File: src/rtl/s_rd_sched.sv
// Read-port scheduler for the S coefficient memory: arbitrates the single
// synchronous read port between the EVP and EVB engines and tags returned data.
module s_rd_sched #(
   parameter int s_size    = 88,
   parameter int word_size = 16,
   localparam int aw = (s_size > 1) ? $clog2(s_size) : 1
) (
   input  logic                 clk,
   input  logic                 rst,
   input  logic [1:0]           instr,
   input  logic                 instr_valid,
   input  logic                 op_done,
   input  logic                 evp_req,
   input  logic [aw-1:0]        evp_addr,
   input  logic                 evb_req,
   input  logic [aw-1:0]        evb_addr,
   output logic                 evp_grant,
   output logic                 evb_grant,
   output logic                 rd_en_S,
   output logic [aw-1:0]        rd_addr_S,
   input  logic [word_size-1:0] data_S,
   output logic [word_size-1:0] evp_rdata,
   output logic [word_size-1:0] evb_rdata,
   output logic                 evp_rvalid,
   output logic                 evb_rvalid,
   output logic                 addr_err,
   output logic                 busy
);

   typedef enum logic [2:0] {
      IDLE,
      OWN_EVP,
      OWN_EVB,
      LOCK_STP,
      DRAIN
   } state_t;

   localparam logic [aw:0] size_lim = (aw+1)'(s_size);

   state_t state, state_next;

   logic tag1_valid, tag1_owner;
   logic tag2_valid, tag2_owner;
   logic evp_in_range, evb_in_range;
   logic grant_any, err_req, idle_clear;

   assign evp_in_range = ({1'b0, evp_addr} < size_lim);
   assign evb_in_range = ({1'b0, evb_addr} < size_lim);

   assign evp_grant  = (state == OWN_EVP) && evp_req && evp_in_range;
   assign evb_grant  = (state == OWN_EVB) && evb_req && evb_in_range;
   assign grant_any  = evp_grant || evb_grant;
   assign err_req    = ((state == OWN_EVP) && evp_req && !evp_in_range) ||
                       ((state == OWN_EVB) && evb_req && !evb_in_range);
   assign idle_clear = (state == IDLE) && instr_valid && (instr == 2'b11);

   // Leaving DRAIN looks one stage ahead so IDLE coincides with an empty pipeline.
   always_comb begin
      state_next = state;
      case (state)
         IDLE: begin
            if (instr_valid) begin
               case (instr)
                  2'b01:   state_next = OWN_EVP;
                  2'b10:   state_next = OWN_EVB;
                  2'b00:   state_next = LOCK_STP;
                  default: state_next = IDLE;
               endcase
            end
         end
         OWN_EVP, OWN_EVB, LOCK_STP: begin
            if (op_done) state_next = DRAIN;
         end
         DRAIN: begin
            if (!tag1_valid) state_next = IDLE;
         end
         default: state_next = IDLE;
      endcase
   end

   always_ff @(posedge clk or negedge rst) begin
      if (!rst) begin
         state      <= IDLE;
         rd_en_S    <= 1'b0;
         rd_addr_S  <= '0;
         addr_err   <= 1'b0;
         tag1_valid <= 1'b0;
         tag1_owner <= 1'b0;
         tag2_valid <= 1'b0;
         tag2_owner <= 1'b0;
      end else begin
         state      <= state_next;
         rd_en_S    <= grant_any;
         if (grant_any) rd_addr_S <= evb_grant ? evb_addr : evp_addr;
         addr_err   <= err_req && !idle_clear;
         tag1_valid <= grant_any && !idle_clear;
         tag1_owner <= evb_grant;
         tag2_valid <= tag1_valid && !idle_clear;
         tag2_owner <= tag1_owner;
      end
   end

   assign evp_rdata  = data_S;
   assign evb_rdata  = data_S;
   assign evp_rvalid = tag2_valid && !tag2_owner;
   assign evb_rvalid = tag2_valid && tag2_owner;
   assign busy       = (state != IDLE);

endmodule

File: config.mk
export PLATFORM = sky130hd
export DESIGN_NAME = s_rd_sched
export DESIGN_NICKNAME = d
export VERILOG_FILES = /design/src/rtl/s_rd_sched.sv
export SDC_FILE = /design/constraint.sdc
export NUM_CORES = 1
export LEC_CHECK = 0
export ABC_CLOCK_PERIOD_IN_PS = 1900
export CORE_AREA = 2 2 66 55
export CTS_CLUSTER_DIAMETER = 150
export CTS_CLUSTER_SIZE = 16
export DETAILED_ROUTE_END_ITERATION = 8
export DIE_AREA = 0 0 68 57
export PLACE_DENSITY = 0.85
export SLEW_MARGIN = 10
export SYNTH_ARGS = -nofsm -noshare
export SYNTH_HDL_FRONTEND = slang
export SYNTH_SLANG_ARGS = --single-unit
File: constraint.sdc
create_clock -name clk -period 1.9 [get_ports clk]
set_input_delay 0.38 -clock clk [delete_from_list [all_inputs] [get_ports clk]]
set_output_delay 0.38 -clock clk [all_outputs]
set_load 0.03 [all_outputs]
Yosys cells after proc, flatten, opt, wreduce, memory -nomap -nowiden
Index checks and enable logic that the tools add are counted.
{ "totals": {"inputBits": 38, "register_bits": 16, "word_cells": 50} }
{ "classes": {"mux": 6, "order_cmp": 2, "n_reduce_logical": 24, "eq_ne": 10} }
{ "ops": {"columns": ["op", "count"], "rows": [
  ["$lt 7x7->1 const B", 2],
  ["$logic_and 1x1->1", 13],
  ["$mux 3", 3],
  ["$pmux 3 s3", 1],
  ["$mux 7", 1],
  ["$eq 3x2->1 const B", 2],
  ["$ne 2x2->1 const B", 3],
  ["$pmux 2 s3", 1],
  ["$eq 2x2->1 const B", 2],
  ["$logic_not 1->1", 4],
  ["$eq 3x1->1 const B", 1],
  ["$eq 3x3->1 const B", 1],
  ["$logic_not 3->1", 1],
  ["$reduce_and 3->1", 1],
  ["$reduce_bool 3->1", 1],
  ["$reduce_or 3->1", 1],
  ["$eq 2x1->1 const B", 1],
  ["$logic_not 2->1", 1],
  ["$logic_or 1x1->1", 2]
]} }

Depth between registers and ports, before layout
Gate-level depths: netlist of run 1.
{ "logic_depth": {"word_depth": 5, "mapped_depth": 5} }

Least setup slack after synthesis of run 1
OpenSTA, ideal clock, no wires.
{ "synth_timing": {"path_type": "reg-to-reg", "from": "reg state[2]", "to": "reg rd_addr_S[5]", "setup_slack_ns": 0.291, "period_less_slack_ns": 1.609, "path_stages_with_launch": 5, "arrival_time_ns": 1.485, "path_cell_list": "dfrtp_1 -> nand4bb_4 -> a21oi_4 -> o32ai_1 -> mux2_2"} }
{ "synth_between": {"elab_chain_len": 4, "elab_cells_between_ends": 8} }
{ "synth_lines": {"columns": ["item", "line", "source"], "rows": [
  ["start: declaration", "40", "state_t state, state_next;"],
  ["start signal: assignment", "92", "state <= state_next;"],
  ["$eq 3x1->1", "50", "assign evp_grant = (state == OWN_EVP) && evp_req && evp_in_range;"],
  ["$logic_and 1x1->1 (2 in series)", "50", null],
  ["via evp_grant", "17", "output logic evp_grant,"],
  ["$logic_or 1x1->1", "52", "assign grant_any = evp_grant || evb_grant;"],
  ["end signal: assignment", "94", "if (grant_any) rd_addr_S <= evb_grant ? evb_addr : evp_addr;"],
  ["end: declaration", "20", "output logic [aw-1:0] rd_addr_S,"]
]} }
The timed path passes the listed nets, and every way through them passes these cells.
A chain may end at the register's enable or synchronous reset.

Final worst setup path of run 1
{ "layout_timing": {"from": "in evp_addr[3]", "to": "out evp_grant"} }
{ "layout_between": {"elab_chain_len": 2} }
{ "layout_lines": {"columns": ["item", "line", "source"], "rows": [
  ["start: declaration", "14", "input logic [aw-1:0] evp_addr,"],
  ["$lt 7x7->1", "47", "assign evp_in_range = ({1'b0, evp_addr} < size_lim);"],
  ["$logic_and 1x1->1", "50", null],
  ["end: declaration", "17", null]
]} }
Every way passes these cells.

==> flow_results.org, run 1 <==
** Status
- Result of the run :: complete, no violations

** Drt
- For this run, design rule violations remaining after detail routing come to 0.
- The count of nets left with antenna violations once routing finished came out at 0.
- Count of TritonRoute iterations in the first routing pass :: 4
- The routed layout has slightly below 700 vias.
- Dividing the detail-routed via count by the number of cells gives 4.325.
- Number of DRC markers in iteration 0 :: 8
- Average wire per standard cell :: roughly 13 um
- Total wire length after detailed routing :: 1974 um

** Worst setup path
- Along the worst path, the maximum fanout reaches 4.
- The worst register-to-register path has a depth of 6.
- Crit Path Class :: input port to primary output
- Reg2reg setup slack :: approximately 0.31 ns
- Kind of launch point of the worst setup path :: input port
- The worst setup path is captured at a primary output.
- In this run the worst setup path begins at evp_addr[3].
- The critical path crosses 4 cells after its start point.
- Together, buffers and inverters on the worst path number 2.
- At the worst endpoint, the arrival time is around 1.5 ns.
- Delay of the slowest cell on the worst path :: ~0.44 ns
- Grouping stages by cell kind, the critical path spends the most delay in buffers and inverters.
- The most critical setup path has its endpoint at evp_grant.
- The slowest stage of the critical path belongs to the cell sky130_fd_sc_hd__clkdlybuf4s50_1.
- The signal on the critical path passes through clkdlybuf4s50_1 > a21o_2 > a21oi_4 > buf_4.
- At the worst endpoint, the required time is 1.52 ns.
- The endpoint identified for the worst register-to-register timing path is rd_addr_S[6].
- Origin of the critical flop-to-flop path :: state[0]

** Placement
- Gpl congestion :: between 0.7 and 0.8
- The placed instances occupy a cell area of about 0.0012 mm^2.
- Dpl ws :: about 0.00024 ns
- IO buf count :: 35
- Summed over all nets, the half-perimeter wirelength after detailed placement is between 1500 and 2000 um.

** Floorplan
- Width of the die :: 68 um
- Standard-cell row count :: 19
- Total core area :: 0.003281 mm^2
- I/O pin count :: 84
- The floorplan step set the die height to roughly 57 um.
- Initial Util :: around 30%
- The die covers between 0.003 and 0.004 mm^2.

** STA
- Dividing the final minimum period by the clock period gives a little over nine tenths.
- Number of pins exceeding their max-slew limit in the final report :: 0
- Highest attainable clock frequency :: about 540 MHz
- Worst Hold Slack :: 0.3570 ns
- Number of failing hold endpoints at the final stage :: 0
- Final setup violation count :: 0
- The worst path in the final design needs a cycle of roughly 1.8 ns, including I/O delays and setup.
- At the pin with the least slew margin, the transition time is between 0.3 and 0.4 ns.
- Across all setup checks in the final design, the least slack found is about 0.052 ns.
- Rel. slew slack :: about four fifths
- Worst-case clock skew :: 0.002324 ns
- Fin Setup TNS :: 0 ns
- Setup repair after global routing left no endpoint under its margin.

** Min path
- The tightest min-delay check is of the flop to flop type.

** Global route
- Wire length of the first global-routing pass :: between 3000 and 4000 um
- The initial antenna violation count is 0.
- Residual overflow from global routing :: 0
- The via count of the first global-routing pass was 725.
- Maximum number of pins on one net before global-route repair :: 17
- Gr usage total :: between 10% and 20%

** Power
- Flop pwr share :: a little under a third
- IR analysis of the VDD net gives a maximum drop of approximately 0.00064 V.
- Areal power density over the cells :: between 1000 and 1500 mW/mm^2
- Internal power summed over all cells :: 0.001025 W
- Relative contribution of combinational cells to total power :: 49.9%
- Share of total power consumed by net switching :: a little over a third
- Switching Power :: around 0.00059 W
- Leakage power :: between 0.5 and 0.6 nW
- In this run, the clock network consumes between 10% and 20% of the power.

** Logic synthesis
- The commonest cells after synthesis are sky130_fd_sc_hd__buf_4 (32), sky130_fd_sc_hd__dfrtp_1 (16), sky130_fd_sc_hd__nand2_1 (11).
- Yosys printed 0 warnings.
- Net Count, Synth :: between 100 and 150
- Cell Area, Synth :: just under 0.001 mm^2
- Counting flops and latches in the post-synthesis netlist gives 16.
- Biggest area contributors in the synthesized netlist :: sky130_fd_sc_hd__dfrtp_1 (41%), sky130_fd_sc_hd__buf_4 (24%), sky130_fd_sc_hd__mux2i_1 (5.1%)
- Average cell area after synthesis :: around 10 um^2
- Cell type with the largest total area after synthesis :: sky130_fd_sc_hd__dfrtp_1
- For this run, asynchronously set or reset flops after synthesis account for 100.0%.
- Synthesis instantiated 26 different standard cells from the library.
- Sequential cells were found to cover 40.51% of the synthesized design area.
- Most repeated cell in the gate-level netlist after synthesis :: sky130_fd_sc_hd__buf_4
- Flip-flop cell with the highest count after synthesis :: sky130_fd_sc_hd__dfrtp_1
- In this run the biggest area consumer among cell types represents between 40% and 50% of the synthesized area.
- The synthesized design contains 0 enable-type register cells.
- Counting every instance in the synthesized netlist gives a little under 100.

** Clocking
- After clock tree synthesis, the clock-pin slew on the worst setup and hold paths is around 0.060 ns.
- In this run the deepest clock path goes through 2 buffers.
- CTS tree :: built
- The number of hold buffers added after CTS was 0.
- The number of clock buffers added by TritonCTS is 3.
- Number of H-tree levels :: 1
- Post-CTS setup-driven buffer insertion count :: 0
- Clock latency of the later-clocked register in the worst-skew pair :: between 0.2 and 0.25 ns
- The root buffer cell chosen for the clock tree is sky130_fd_sc_hd__clkbuf_8.
- Count of clock tree sinks :: 16

** Finish
- Filler instances :: between 300 and 400
- At the end of the flow the core is filled with cells to between 40% and 50%.
- 0 antenna diodes ended up in the layout.
- In the final design database the tool counted approximately 150 nets.
- The post-route netlist has between 20% and 30% of its cells at a drive strength greater than 1.
- From synthesis to final layout, the design area changed by 33.04%.
- Final non-filler cell area :: 0.001315 mm^2

** Run
- Number of maximum-capacitance constraint violations :: 0
[metal layers]
metal	track usage, %	vias up	wire length, um
li1	-	334	-
met4	3.143	0	9
met5	0	-	0
met1	13.32	318	803
met3	5.720	2	180
met2	18.86	25	980
[cell type report]
class                           count  area [um^2]  share of cell area, %
Sequential cell                    16        400.4                  30.45
Timing Repair Buffer               45        440.4                  33.49
Clock buffer                        4        55.05                  4.186
Inverter                            4        15.01                  1.142
Tap cell                           42        52.55                  3.996
Multi-Input combinational cell     46        351.6                  26.74
[per-stage QoR]
stage | power (W) | instances
final | 0.001613 | 157
after global routing | 0.001720 | 157
after CTS | 0.001627 | 157
after detailed placement | 0.001306 | 153
after global placement | 0.001279 | 153
after floorplan | 0.001063 | 99
[cell families (layout without fill, tap and decap cells)]
logic type / after synthesis / count (layout) / synth area share (%)
buffers and inverters: 37 / 53 / 26.33
and+or+nand+nor: 23 / 23 / 14.05
AOI/OAI and AO/OA: 17 / 17 / 12.91
DFF: 16 / 16 / 40.51
muxes: 6 / 6 / 6.203
[sequential cells by signal (all words and copies together) (netlist names)]
signal,count
tag2_owner,1
tag1_owner,1
rd_addr_S,7
state,3
tag1_valid,1
tag2_valid,1
addr_err,1
rd_en_S,1
[power groups by stage]
stage          logic, W  registers (W)  clock network (W)
2_1_floorplan  0.000389       0.000674                  0
3_3_place_gp   0.000770       0.000508                  0
3_5_place_dp   0.000792       0.000513                  0
4_1_cts        0.000804       0.000513           0.000310
5_1_grt        0.000865       0.000526           0.000329
6_report       0.000805       0.000511           0.000297
[cells in the final DEF, fill, tap and decap left out, types with 3 or more instances in the layout]
cell                              instances
sky130_fd_sc_hd__o21ai_0                  6
sky130_fd_sc_hd__dfrtp_1                 16
sky130_fd_sc_hd__buf_4                   10
sky130_fd_sc_hd__inv_1                    4
sky130_fd_sc_hd__mux2i_1                  5
sky130_fd_sc_hd__or2_2                    3
sky130_fd_sc_hd__nand2_1                 11
sky130_fd_sc_hd__clkbuf_8                 4
sky130_fd_sc_hd__clkdlybuf4s50_1         32
[what timing repair did]
item / in CTS / in global routing
pin swaps: 0 / 1
resized for setup: 3 / 3
endpoints found under the setup margin: 2 / 2
hold endpoints to repair: 0 / 0
[worst min path at each step]
stage	startpoint	end	slack (ns)	cells after the start
2_1_floorplan	rst	addr_err	0.08	0
3_3_place_gp	tag1_owner	tag2_owner	0.33	0
3_5_place_dp	tag1_owner	tag2_owner	0.34	0
4_1_cts	tag1_owner	tag2_owner	0.36	0
5_1_grt	tag1_owner	tag2_owner	0.37	0
6_report	tag1_owner	tag2_owner	0.36	0
Note: power is estimated with default switching activity, not from simulation.
==> run 2: changes to the inputs <==
Settings changed: ABC_AREA set to 1, CORE_AREA 2 2 66 55 to 2 2 68 57, DIE_AREA 0 0 68 57 to 0 0 70 59, PLACE_DENSITY 0.85 to 0.78.
==> flow_results.org, run 2 <==
** Logic synthesis
- The total of warnings raised by yosys was 0 (unchanged).
- Synthesized flop and latch total :: 16 (unchanged)
- The synthesized area per cell came to 7.866 um^2 (was 9.984 um^2).
- Cell type with the largest total area after synthesis :: sky130_fd_sc_hd__dfrtp_1 (unchanged)
- Most used standard cells in the synthesized netlist: sky130_fd_sc_hd__nand2_1 (41), sky130_fd_sc_hd__buf_4 (32), sky130_fd_sc_hd__inv_1 (18) (was sky130_fd_sc_hd__buf_4 (32), sky130_fd_sc_hd__dfrtp_1 (16), sky130_fd_sc_hd__nand2_1 (11)).
- Flip-flop cell with the highest count after synthesis :: sky130_fd_sc_hd__dfrtp_1 (unchanged)
- Asr flop ratio synth :: 100.0% (unchanged)
- Cell Area, Synth :: 0.001125 mm^2 (was 988.4 um^2)
- Biggest area contributors in the synthesized netlist: sky130_fd_sc_hd__dfrtp_1 (36%), sky130_fd_sc_hd__buf_4 (21%), sky130_fd_sc_hd__nand2_1 (14%) (was sky130_fd_sc_hd__dfrtp_1 (41%), sky130_fd_sc_hd__buf_4 (24%), sky130_fd_sc_hd__mux2i_1 (5.1%)).
- Number of enable flip-flop cells after synthesis :: 0 (unchanged)
- The area share of the largest cell type after synthesis came to 35.60% (was 40.51%).
- The number of nets produced by synthesis is 181 (was 137).
- Synth unique cells :: 17 (was 26)
- Most repeated cell in the gate-level netlist after synthesis :: sky130_fd_sc_hd__nand2_1 (was sky130_fd_sc_hd__buf_4)
- Post-Syn Instances :: 143 (was 99)
- Sequential element share of the synthesized area :: 35.60% (was 40.51%)

** Drt
- The post-detailed-route count of antenna-violating nets was 0 (unchanged).
- Per-cell via count in the routed design :: 4.208 (was 4.325)
- The via count came to 829 (was 679).
- The DRC violations left was 0 (unchanged).
- Number of DRC markers in iteration 0 :: 44 (was 8)
- Total wire length after detailed routing :: 2008 um (was 1974 um)
- Count of TritonRoute iterations in the first routing pass :: 4 (unchanged)
- Average wire per standard cell :: 10.19 um (was 12.57 um)

** Placement
- Post-detailed-placement half-perimeter wirelength :: 1644 um (was 1524 um)
- IO buf count :: 35 (unchanged)
- The number of cells in the design after placement was 193 (was 153).
- Gpl congestion :: 0.8076 (was 0.7432)
- The pre-CTS setup slack is 0.08379 ns (was 0.0002396 ns).

** Clocking
- Clock latency of the later-clocked register in the worst-skew pair :: 0.25 ns (was 0.24 ns)
- Count of clock tree sinks :: 16 (unchanged)
- Maximum buffer depth of the clock tree :: 2 (unchanged)
- Count of instances resized after the clock tree is built :: 1 (was 3)
- Inserted Clock Buffers :: 3 (unchanged)
- The buffers inserted during post-CTS setup optimization came to 0 (unchanged).
- The cell at the root of the clock tree is sky130_fd_sc_hd__clkbuf_8 (unchanged).
- CTS tree :: built (unchanged)
- The number of H-tree branching levels came to 1 (unchanged).
- Hold-fix buffers at CTS :: 0 (unchanged)
- The CTS clock-pin slew for the worst setup and hold paths came to 0.06 ns (about the same).

** Global route
- The global-route usage over all layers was 10.62% (was 11.53%).
- The initial antenna violation count is 0 (unchanged).
- The leftover overflow at the end of global routing is 0 (unchanged).
- The via count of the first global-routing pass was 748 (was 725).
- The largest net degree at the start of global routing was 17 (unchanged).
- The global-route wire length before repair was 3374 um (was 3325 um).

** Worst setup path
- Required time worst endpoint :: 1.52 ns (about the same)
- The number of cells traversed by the worst register-to-register path was 9 (was 6).
- Arrival time of the worst setup path :: 1.42 ns (was 1.47 ns)
- Kind of launch point of the worst setup path :: flop (was input port)
- The peak fanout along the critical path was 4 (unchanged).
- The endpoint type of the worst setup path is a primary output (unchanged).
- The kind of critical path is flop to primary output (was input port to primary output).

** STA
- The count of final setup violators is 0 (unchanged).
- The worst-case clock skew was 0.004491 ns (was 0.002324 ns).
- Worst path setup slack after routing :: 0.1023 ns (was 0.05219 ns)
- Number of failing hold endpoints at the final stage :: 0 (unchanged)
- Minimum period implied by the final worst setup slack :: 1.798 ns (was 1.848 ns)
- Share of the cycle needed by the critical path after routing :: 94.62% (was 97.25%)
- The achievable clock frequency is 556.3 MHz (was 541.2 MHz).
- Setup repair after global routing missed its margin: no (unchanged).
- The slew at the pin closest to its max-slew limit is 0.3129 ns (was 0.3234 ns).
- The final number of max-transition violations came to 0 (unchanged).
- The relative max-transition margin was 79.08% (was 78.37%).
- Fin Setup TNS :: 0 ns (unchanged)

** Finish
- Commonest non-fill, non-tap cell in the layout :: sky130_fd_sc_hd__nand2_1 (was sky130_fd_sc_hd__clkdlybuf4s50_1)
- Non-Filler Instances :: 197 (was 157)
- Register bank with the most flops :: rd_addr_S (unchanged)
- The growth of design area from synthesis to finish came to 22.14% (was 33.04%).
- The share of cells above drive strength 1 is 15.48% (was 22.61%).
- Flip-flop count of the largest register after layout :: 7 (unchanged)
- Fin util :: 40.70% (was 40.08%)
- The antenna cell count is 0 (unchanged).
- Commonest cells after routing, fill and taps aside :: sky130_fd_sc_hd__nand2_1 (41), sky130_fd_sc_hd__clkdlybuf4s50_1 (32), sky130_fd_sc_hd__inv_1 (18), sky130_fd_sc_hd__dfrtp_1 (16) (was sky130_fd_sc_hd__clkdlybuf4s50_1 (32), sky130_fd_sc_hd__dfrtp_1 (16), sky130_fd_sc_hd__nand2_1 (11), sky130_fd_sc_hd__buf_4 (10), sky130_fd_sc_hd__o21ai_0 (6))
- The net total in the final layout came to 194 (was 154).
- Largest registers in the final layout :: rd_addr_S x7, state x3 (unchanged)

** Floorplan
- The die area is 0.004130 mm^2 (was 0.003876 mm^2).
- Width of the die :: 70 um (was 68 um)
- The vertical extent of the die is 59 um (was 57 um).
- The top-level I/O count was 84 (unchanged).
- Total core area :: 0.003376 mm^2 (was 0.003281 mm^2)
- The effective utilization at floorplan was 33.32% (was 30.13%).
- Standard-cell row count :: 19 (unchanged)

** Power
- The cell leakage power came to 0.7141 nW (was 0.5585 nW).
- Peak supply drop :: 0.0004817 V (was 0.0006395 V)
- The total power per unit cell area is 1216 mW/mm^2 (was 1226 mW/mm^2).

** Min path
- Depth of the worst hold-timing path :: 0 (unchanged)
- The type of the worst min-delay path was flop to flop (unchanged).

** Run
- Number of maximum-capacitance constraint violations :: 0 (unchanged)

** Status
- Result of the run :: complete, no violations (unchanged)
[run 2: cell types whose count changed after synthesis, moves of 4 or more]
cell	previous run	this run
sky130_fd_sc_hd__nand2_1	11	41
sky130_fd_sc_hd__nand3_1	1	7
sky130_fd_sc_hd__mux2i_1	5	0
sky130_fd_sc_hd__nand3b_1	1	5
sky130_fd_sc_hd__inv_1	4	18
[run 2: metal layers]
layer | up-vias | share of wire, % | GRT usage [%]
met5 | - | 0 | 0
met4 | 0 | 1.8 | 4.945
met3 | 5 | 6.2 | 3.741
met2 | 24 | 48 | 17.01
met1 | 374 | 44 | 13.05
li1 | 426 | - | -
[run 2: layout make-up]
cell class | count | area [um^2]
Clock buffer | 4 | 55.05
Fill cell | 344 | 2002
Inverter | 21 | 83.83
Multi-Input combinational cell | 74 | 400.4
Sequential cell | 16 | 400.4
Tap cell | 42 | 52.55
Timing Repair Buffer | 40 | 381.6
[run 2: metrics by stage]
stage	total power, W	instance area [um^2]	hold slack, ns
6_report	0.001671	1374	0.3490
3_5_place_dp	0.001405	1320	0.3387
4_1_cts	0.001694	1374	0.3520
2_1_floorplan	0.001187	1125	0.08441
5_1_grt	0.001787	1374	0.3671
3_3_place_gp	0.001392	1320	0.3485
[run 2: path summary, 6_finish.rpt]
kind	startpoint	endpoint	slack, ns
hold reg to reg	tag1_owner	tag2_owner	0.35
hold / removal	tag1_owner	tag2_owner	0.35
min in group asynchronous	rst	state[0]	0.45
setup reg to reg	state[1]	rd_addr_S[4]	0.57
setup / recovery	state[1]	busy	0.10
max in group asynchronous	rst	rd_addr_S[5]	1.26
[run 2: kinds of logic after synthesis]
kind of cell | after synthesis | share of synthesized area [%]
buf+inv | 53 | 28.81
simple gates | 68 | 32.48
compound gates | 6 | 3.115
flops | 16 | 35.59
[run 2: worst max-delay path, cell delays in order, from the launching register on]
cell                            delay, ns
sky130_fd_sc_hd__dfrtp_1             0.42
sky130_fd_sc_hd__inv_1               0.09
sky130_fd_sc_hd__nand2_1             0.07
sky130_fd_sc_hd__nor2_1              0.17
sky130_fd_sc_hd__inv_1               0.07
sky130_fd_sc_hd__dlygate4sd2_1       0.35
[run 2: where the power goes]
part	switching [W]	leakage, nW	internal [W]
Sequential	0.0000738	0.209	0.000458
Clock	0.000111	0.0288	0.000184
Combinational	0.000507	0.476	0.000337
Total	0.000692	0.714	0.000979
==> run 3: changes to the inputs <==
Settings changed: PLACE_DENSITY 0.78 to not set, PLACE_DENSITY_LB_ADDON set to 0.15.
==> flow_results.org, run 3 (same netlist as run 2, synthesis figures left out) <==
** Status
- Result of the run: complete, no violations (unchanged).

** Drt
- Number of DRC markers in iteration 0 :: 54 (was 44)
- The first-pass detailed-route iteration total was 4 (unchanged).
- Routed via count :: 839 (was 829)
- Per-cell via count in the routed design :: 4.259 (was 4.208)
- The average routed wire per standard cell came to 11.31 um (was 10.19 um).
- The post-detailed-route count of antenna-violating nets was 0 (unchanged).
- The DRC violations left came to 0 (unchanged).
- The sum of routed wire length over all layers came to 2228 um (was 2008 um).

** STA
- Share of the cycle needed by the critical path after routing :: 94.35% (was 94.62%)
- The final number of max-transition violations came to 0 (unchanged).
- The count of final setup violators is 0 (unchanged).
- Setup repair after global routing missed its margin: no (unchanged).
- The slew at the pin closest to its max-slew limit came to 0.3163 ns (was 0.3129 ns).
- The final hold violation count was 0 (unchanged).
- The worst-case clock skew was 0.002613 ns (was 0.004491 ns).
- Rel. slew slack :: 78.85% (was 79.08%)
- Fin Setup TNS :: 0 ns (unchanged)
- The final worst slack is 0.1073 ns (was 0.1023 ns).
- Highest attainable clock frequency :: 557.8 MHz (was 556.3 MHz)
- The shortest period the worst path allows is 1.793 ns (was 1.798 ns).

** Floorplan
- Initial Util :: 33.32% (unchanged)
- Standard-cell row count :: 19 (unchanged)
- The horizontal die dimension came to 70 um (unchanged).
- Total core area :: 0.003376 mm^2 (unchanged)
- Die Y :: 59 um (unchanged)
- Area enclosed by the die boundary :: 0.004130 mm^2 (unchanged)
- I/O pin count :: 84 (unchanged)

** Worst setup path
- The endpoint type of the worst setup path is a primary output (unchanged).
- Worst r2r path cells :: 9 (unchanged)
- The launch point of the worst reg-to-reg path is state[2] (was state[1]).
- Crit Path Max Fanout :: 4 (unchanged)
- Kind of launch point of the worst setup path :: flop (unchanged)
- The worst endpoint required time is 1.52 ns (about the same).
- The data arrival at the endpoint of the critical path was 1.41 ns (was 1.42 ns).
- Crit Path Class :: flop to primary output (unchanged)
- Reg2reg setup slack :: 0.55 ns (was 0.57 ns)
- Reg-to-reg endpoint :: rd_addr_S[5] (was rd_addr_S[4])
- Launching instance or port of the critical path :: state[0] (was state[1])

** Global route
- The leftover overflow at the end of global routing came to 0 (unchanged).
- Via count of the first global-routing pass :: 790 (was 748)
- Antenna violations before repair :: 0 (unchanged)
- The global-route wire length before repair was 3663 um (was 3374 um).
- Maximum number of pins on one net before global-route repair :: 17 (unchanged)
- Gr usage total :: 11.48% (was 10.62%)

** Run
- The number of violations of the max-capacitance limit is 0 (unchanged).

** Clocking
- Clk Tree Root Cell :: sky130_fd_sc_hd__clkbuf_8 (unchanged)
- The clock latency at the later pin of the worst-skew pair is 0.25 ns (about the same).
- The post-cts hold buffer count came to 0 (unchanged).
- The TritonCTS clock tree is built (unchanged).
- The sink count of the clock tree is 16 (unchanged).
- Number of H-tree levels :: 1 (unchanged)
- The CTS clock-pin slew for the worst setup and hold paths was 0.06 ns (about the same).
- Post-CTS setup-driven buffer insertion count :: 0 (unchanged)
- Count of instances resized after the clock tree is built :: 1 (unchanged)
- The number of buffers on the longest clock path is 2 (unchanged).
- Inserted Clock Buffers :: 3 (unchanged)

** Placement
- The count of buffers inserted at the top-level ports is 35 (unchanged).
- The placed wire-length estimate is 1785 um (was 1644 um).
- The routability congestion estimate is 0.8273 (was 0.8076).
- The pre-CTS setup slack came to 0.1086 ns (was 0.08379 ns).

** Finish
- Number of nets in the layout :: 194 (unchanged)
- The most common cell after layout, fill and taps aside is sky130_fd_sc_hd__nand2_1 (unchanged).
- The largest register by flop count was rd_addr_S (unchanged).
- The growth of design area from synthesis to finish was 22.14% (unchanged).
- Flip-flop count of the largest register after layout :: 7 (unchanged)
- Largest registers in the final layout: rd_addr_S x7, state x3 (unchanged).
- Layout cells sized above 1 :: 15.48% (unchanged)
- Commonest cells after routing, fill and taps aside :: sky130_fd_sc_hd__nand2_1 (41), sky130_fd_sc_hd__clkdlybuf4s50_1 (32), sky130_fd_sc_hd__inv_1 (18), sky130_fd_sc_hd__dfrtp_1 (16) (unchanged)
- N_diodes :: 0 (unchanged)

** Power
- Leakage power :: 0.7141 nW (unchanged)
- The total power per unit cell area is 1226 mW/mm^2 (was 1216 mW/mm^2).
- The worst IR drop on VDD is 0.0003882 V (was 0.0004817 V).

** Min path
- Destination of the worst hold path :: tag2_owner (unchanged)
- The depth of the worst hold-timing path came to 0 (unchanged).
- Class of the most critical hold timing path :: flop to flop (unchanged)
- The beginning of the worst hold path was tag1_owner (unchanged).
-- run 3: cell counts in the layout (fill, tap and decap cells not counted) --
Identical to the previous run, type by type.
-- run 3: metrics by stage --
stage                     power (W)  hold WS (ns)  util [%]  instances  cell area, um^2
after floorplan            0.001187       0.08441         -        143             1125
after global placement     0.001403        0.3359     39.10        193             1320
after global routing       0.001801        0.3636     40.70        197             1374
after CTS                  0.001711        0.3509     40.70        197             1374
after detailed placement   0.001412        0.3356     39.10        193             1320
final                      0.001684        0.3469     40.70        197             1374
-- run 3: per-layer routing --
layer  GRT usage [%]  share of wire [%]
met2           17.28                 44
met5               0                  0
met3           1.871                7.2
met1           15.22                 47
met4           8.242                2.4
-- run 3: cell type report --
| type | count | area [um^2] |
|---|---|---|
| flip-flops and latches | 16 | 400.4 |
| clock buffers | 4 | 55.05 |
| well taps | 42 | 52.55 |
| fillers | 358 | 2002 |
| repair buffers | 40 | 381.6 |
| inverters | 21 | 83.83 |
| multi-input cells | 74 | 400.4 |
-- run 3: power by group --
part	internal, W	leakage [nW]	total, W	switching, W
Combinational	0.000338	0.476	0.000855	0.000518
Sequential	0.000458	0.209	0.000529	0.0000716
Clock	0.000184	0.0288	0.000300	0.000116
Total	0.000979	0.714	0.00168	0.000706
-- run 3: worst max path at each step --
stage | slack [ns] | depth (start not counted) | endpoint
final | 0.11 | 5 | busy
after floorplan | 0.50 | 5 | evb_grant
after global routing | 0.007 | 5 | busy
after global placement | 0.11 | 6 | evb_grant
after CTS | 0.09 | 6 | evb_grant
after detailed placement | 0.11 | 6 | evb_grant
-- run 3: critical path, cell delays in order, from the launching register on --
cell	delay (ns)
sky130_fd_sc_hd__dfrtp_1	0.41
sky130_fd_sc_hd__inv_1	0.09
sky130_fd_sc_hd__nand2_1	0.07
sky130_fd_sc_hd__nor2_1	0.16
sky130_fd_sc_hd__inv_1	0.09
sky130_fd_sc_hd__dlygate4sd2_1	0.36
==> edit 1: new RTL, flow settings as in run 1 <==
Reset style: synchronous (`rst`), changed in one clocked block.
--- a/src/rtl/s_rd_sched.sv
+++ b/src/rtl/s_rd_sched.sv
@@ -80,3 +80,3 @@
 
-   always_ff @(posedge clk or negedge rst) begin
+   always_ff @(posedge clk) begin
       if (!rst) begin
Check against the original RTL: differs if rst is asserted again (counterexample within 4 cycles, from zero or initial values and one cycle with rst low); with rst held inactive, the same outputs for 10 cycles.
==> edit 1 against run 1 <==
- clock skew increased by 0.00099 ns
- synthesized cell count grew 8.1%
- critical path type unchanged
- wire length is 7.9% lower
- sequential cell count is the same
- design area shrank 11%
- synthesized area down 2.3%
- worst setup slack improved by 0.0040 ns
Power is not compared: it rests on default switching activity, and its combinational part moved more than twofold at a synthesized area within 25%.
==> edit 1: results <==
export IMPL_outcome="complete, no violations"
export IMPL_met1_usage_pct=13.7
export IMPL_hold_end="tag2_owner"
export IMPL_hold_depth=1
export IMPL_wl_met1_um=814
export IMPL_grt_pass1_wl_um=2880
export IMPL_route_met2_wl_um=763
export IMPL_seq_area_frac_synth_pct=33.2
export IMPL_timing_rr_end="rd_addr_S[2]"
export IMPL_regToRegStartpoint="state[2]"
export IMPL_clk_path_buf_depth=2
export IMPL_grt_util_met3_pct=2.96
export IMPL_synthArstFlopShare_pct=0
export IMPL_wl_met3_um=187
export IMPL_grt_usage_pct=9.99
export IMPL_final_nets=153
export IMPL_skew_ns=0.00331
export IMPL_n_fill_cell=341
export IMPL_ys_flop_type="dfxtp_1"
export IMPL_tightest_slew_ns=0.450
export IMPL_dp_hpwl_um=1440
export IMPL_avgViaCountPerCell=4.17
export IMPL_place_congestion=0.706
export IMPL_reg2reg_slack_ns=0.42
export IMPL_whs_ns=0.435
export IMPL_worstRegToRegCells=4
export IMPL_initialDrtViolationCount=30
export IMPL_yosys_top_cells_count="buf_4, dfxtp_1, inv_1"
export IMPL_synthTopCellsByArea="dfxtp_1, buf_4, o221a_1"
export IMPL_use_met2_pct=13.6
export IMPL_hp_start="tag1_owner"
export IMPL_routed_wl_um=1820
export IMPL_crit_start="evp_req"
==> edit 1: power by group through the flow <==
stage               Clock [mW]  Sequential (mW)  Combinational, mW
floorplan                    0            0.383              0.185
global placement             0            0.367              0.156
detailed placement           0            0.367              0.158
CTS                      0.306            0.359              0.157
global route             0.321            0.361              0.169
finish                   0.300            0.359              0.155
==> edit 1: repair_timing <==
item	4_1_cts	5_1_grt
gates resized for setup	1	0
endpoints found under the setup margin	1	0
setup buffers	0	0
==> edit 1: worst max path at each step <==
stage                         to  slack [ns]  depth (start not counted)
detailed placement  rd_addr_S[0]        0.03                          6
finish                 evp_grant        0.06                          4
global placement       evp_grant        0.06                          4
CTS                    evp_grant        0.04                          4
global route           evb_grant       0.007                          5
floorplan           rd_addr_S[0]        0.38                          7
==> edit 1: cell type report <==
| type | count | area share [%] |
|---|---|---|
| clock buffer | 4 | 4.69 |
| inverter | 9 | 2.88 |
| multi-input combinational | 47 | 29.4 |
| sequential | 16 | 27.3 |
| tap | 42 | 4.48 |
| timing repair buffer | 38 | 31.2 |
==> edit 1: cells by family after synthesis <==
group	count (synthesis)	share of synthesized area, %
buffers and inverters	44	31.1
AO/OA/AOI/OAI	24	19.2
AND/OR/NAND/NOR	21	14.5
flip-flops	16	33.2
multiplexers	2	2.07
==> edit 1: metrics by stage <==
step / instance area, um^2 / utilization [%] / power, mW / std cells / setup WS (ns)
after floorplan: 966 / - / 0.568 / 107 / 0.385
after global placement: 1120 / 34.1 / 0.523 / 152 / 0.0594
after detailed placement: 1120 / 34.1 / 0.525 / 152 / 0.0341
after CTS: 1170 / 35.8 / 0.823 / 156 / 0.0443
after global routing: 1170 / 35.8 / 0.851 / 156 / 0.00709
final: 1170 / 35.8 / 0.815 / 156 / 0.0562
==> edit 2: new RTL, config.mk and constraints of run 1 <==
Without the edit above. The parameter `s_size` goes from 88 to 44.
--- a/src/rtl/s_rd_sched.sv
+++ b/src/rtl/s_rd_sched.sv
@@ -3,3 +3,3 @@
 module s_rd_sched #(
-   parameter int s_size    = 88,
+   parameter int s_size    = 44,
    parameter int word_size = 16,
Ports: changed (resized evb_addr, evp_addr and rd_addr_S); port bits go from 84 to 81. No check against the original RTL was run, so the function may have changed too.
==> edit 2 against run 1 <==
- wire length shrank 1.6%
- worst setup slack better by 0.022 ns
- total power fell by 9.0%
- sequential cell count fell by 1
- synthesized cell count shrank 4.0%
- clock power decreased by 14%
- design area decreased by 11%
- die area is the same
- synthesized area is 5.6% lower
==> edit 2: results <==
export IMPL_outcome="complete, no violations"
export IMPL_wire_per_inst_um=13.2
export IMPL_grt_max_degree=16
export IMPL_timing_rr_end="rd_addr_S[0]"
export IMPL_place_congestion=0.748
export IMPL_post_cts_resized=1
export IMPL_final_nets=142
export IMPL_slew_limit_headroom_pct=78.0
export IMPL_n_fill_cell=330
export IMPL_critical_path_top_delay_family="buffers and inverters"
export IMPL_dp_hpwl_um=1570
export IMPL_synthTopCellsByArea="dfrtp_1, buf_4, mux2i_1"
export IMPL_synth_fp_nets=131
export IMPL_whs_ns=0.346
export IMPL_grt_usage_pct=11.2
export IMPL_grt_pass1_vias=721
export IMPL_reg_largest_list="rd_addr_S (6), state (3)"
export IMPL_p_leak_nw=0.506
export IMPL_skew_ns=0.00174
export IMPL_seq_area_frac_synth_pct=40.2
export IMPL_critPathSlowestCell="dfrtp_1"
export IMPL_syn2layout_area_growth_pct=24.9
export IMPL_io_buffers=32
export IMPL_grt_pass1_wl_um=3230
export IMPL_final_layout_size_suffix_gt1_share_pct=18.1
export IMPL_crit_fanout=7
export IMPL_num_vias=647
export IMPL_irDropWorstVdd_v=0.000385
export IMPL_max_stage_delay_ns=0.38
export IMPL_yosys_top_cells_count="buf_4, dfrtp_1, nor2_1"
export IMPL_arrival_ns=1.45
-- edit 2: cell count changes after synthesis, moves of 2 or more --
cell	run 1	this run
a21oi_1	0	5
a21o_1	1	3
o21ai_0	6	1
nand2_1	11	5
nor2_1	2	7
-- edit 2: cell families after synthesis --
| group | count (synthesis) | synth area share, % |
|---|---|---|
| compound gates | 16 | 12.1 |
| mux | 4 | 4.29 |
| simple gates | 24 | 16.0 |
| buf+inv | 36 | 27.5 |
| flops | 15 | 40.2 |
-- edit 2: routing by layer --
| layer | track usage [%] | wire [um] |
|---|---|---|
| met5 | 0 | 0 |
| met4 | 8.29 | 86 |
| met3 | 3.16 | 122 |
| met2 | 17.8 | 994 |
| met1 | 12.6 | 739 |
-- edit 2: cell type report --
cell class / count / area (um^2) / share of cell area [%]
Clock buffer: 3 / 41.3 / 3.54
Clock inverter: 1 / 5.00 / 0.429
Inverter: 3 / 11.3 / 0.966
Multi-Input combinational cell: 44 / 318 / 27.3
Sequential cell: 15 / 375 / 32.2
Tap cell: 42 / 52.6 / 4.51
Timing Repair Buffer: 39 / 363 / 31.1
-- edit 2: worst max-delay path by stage --
stage,startpoint,to,slack [ns],depth (start not counted)
3_5_place_dp,evp_addr[2],rd_addr_S[0],0.07,6
4_1_cts,state[2],evb_grant,0.04,5
2_1_floorplan,state[2],rd_addr_S[0],0.46,4
6_report,state[2],evb_grant,0.07,5
3_3_place_gp,evb_addr[4],evb_grant,0.08,5
5_1_grt,state[2],evb_grant,-0.01,5
-- edit 2: worst register-to-register path: stages, from the launching register on --
cell,delay [ns]
dfrtp_1,0.38
buf_4,0.16
nand4bb_4,0.27
a21oi_4,0.18
buf_4,0.18
mux2i_1,0.19
a21oi_1,0.08
-- edit 2: through the flow --
stage	TNS (ns)	cells
after floorplan	0	95
after global placement	0	143
after detailed placement	0	143
after CTS	0	147
after global routing	-0.0107	147
final	0	147
-- edit 2: power breakdown --
| group | switching [mW] | leakage (nW) | total (mW) | internal [mW] |
|---|---|---|---|---|
| sequential | 0.0643 | 0.191 | 0.490 | 0.426 |
| combinational | 0.385 | 0.289 | 0.721 | 0.336 |
| clock | 0.111 | 0.0255 | 0.256 | 0.145 |
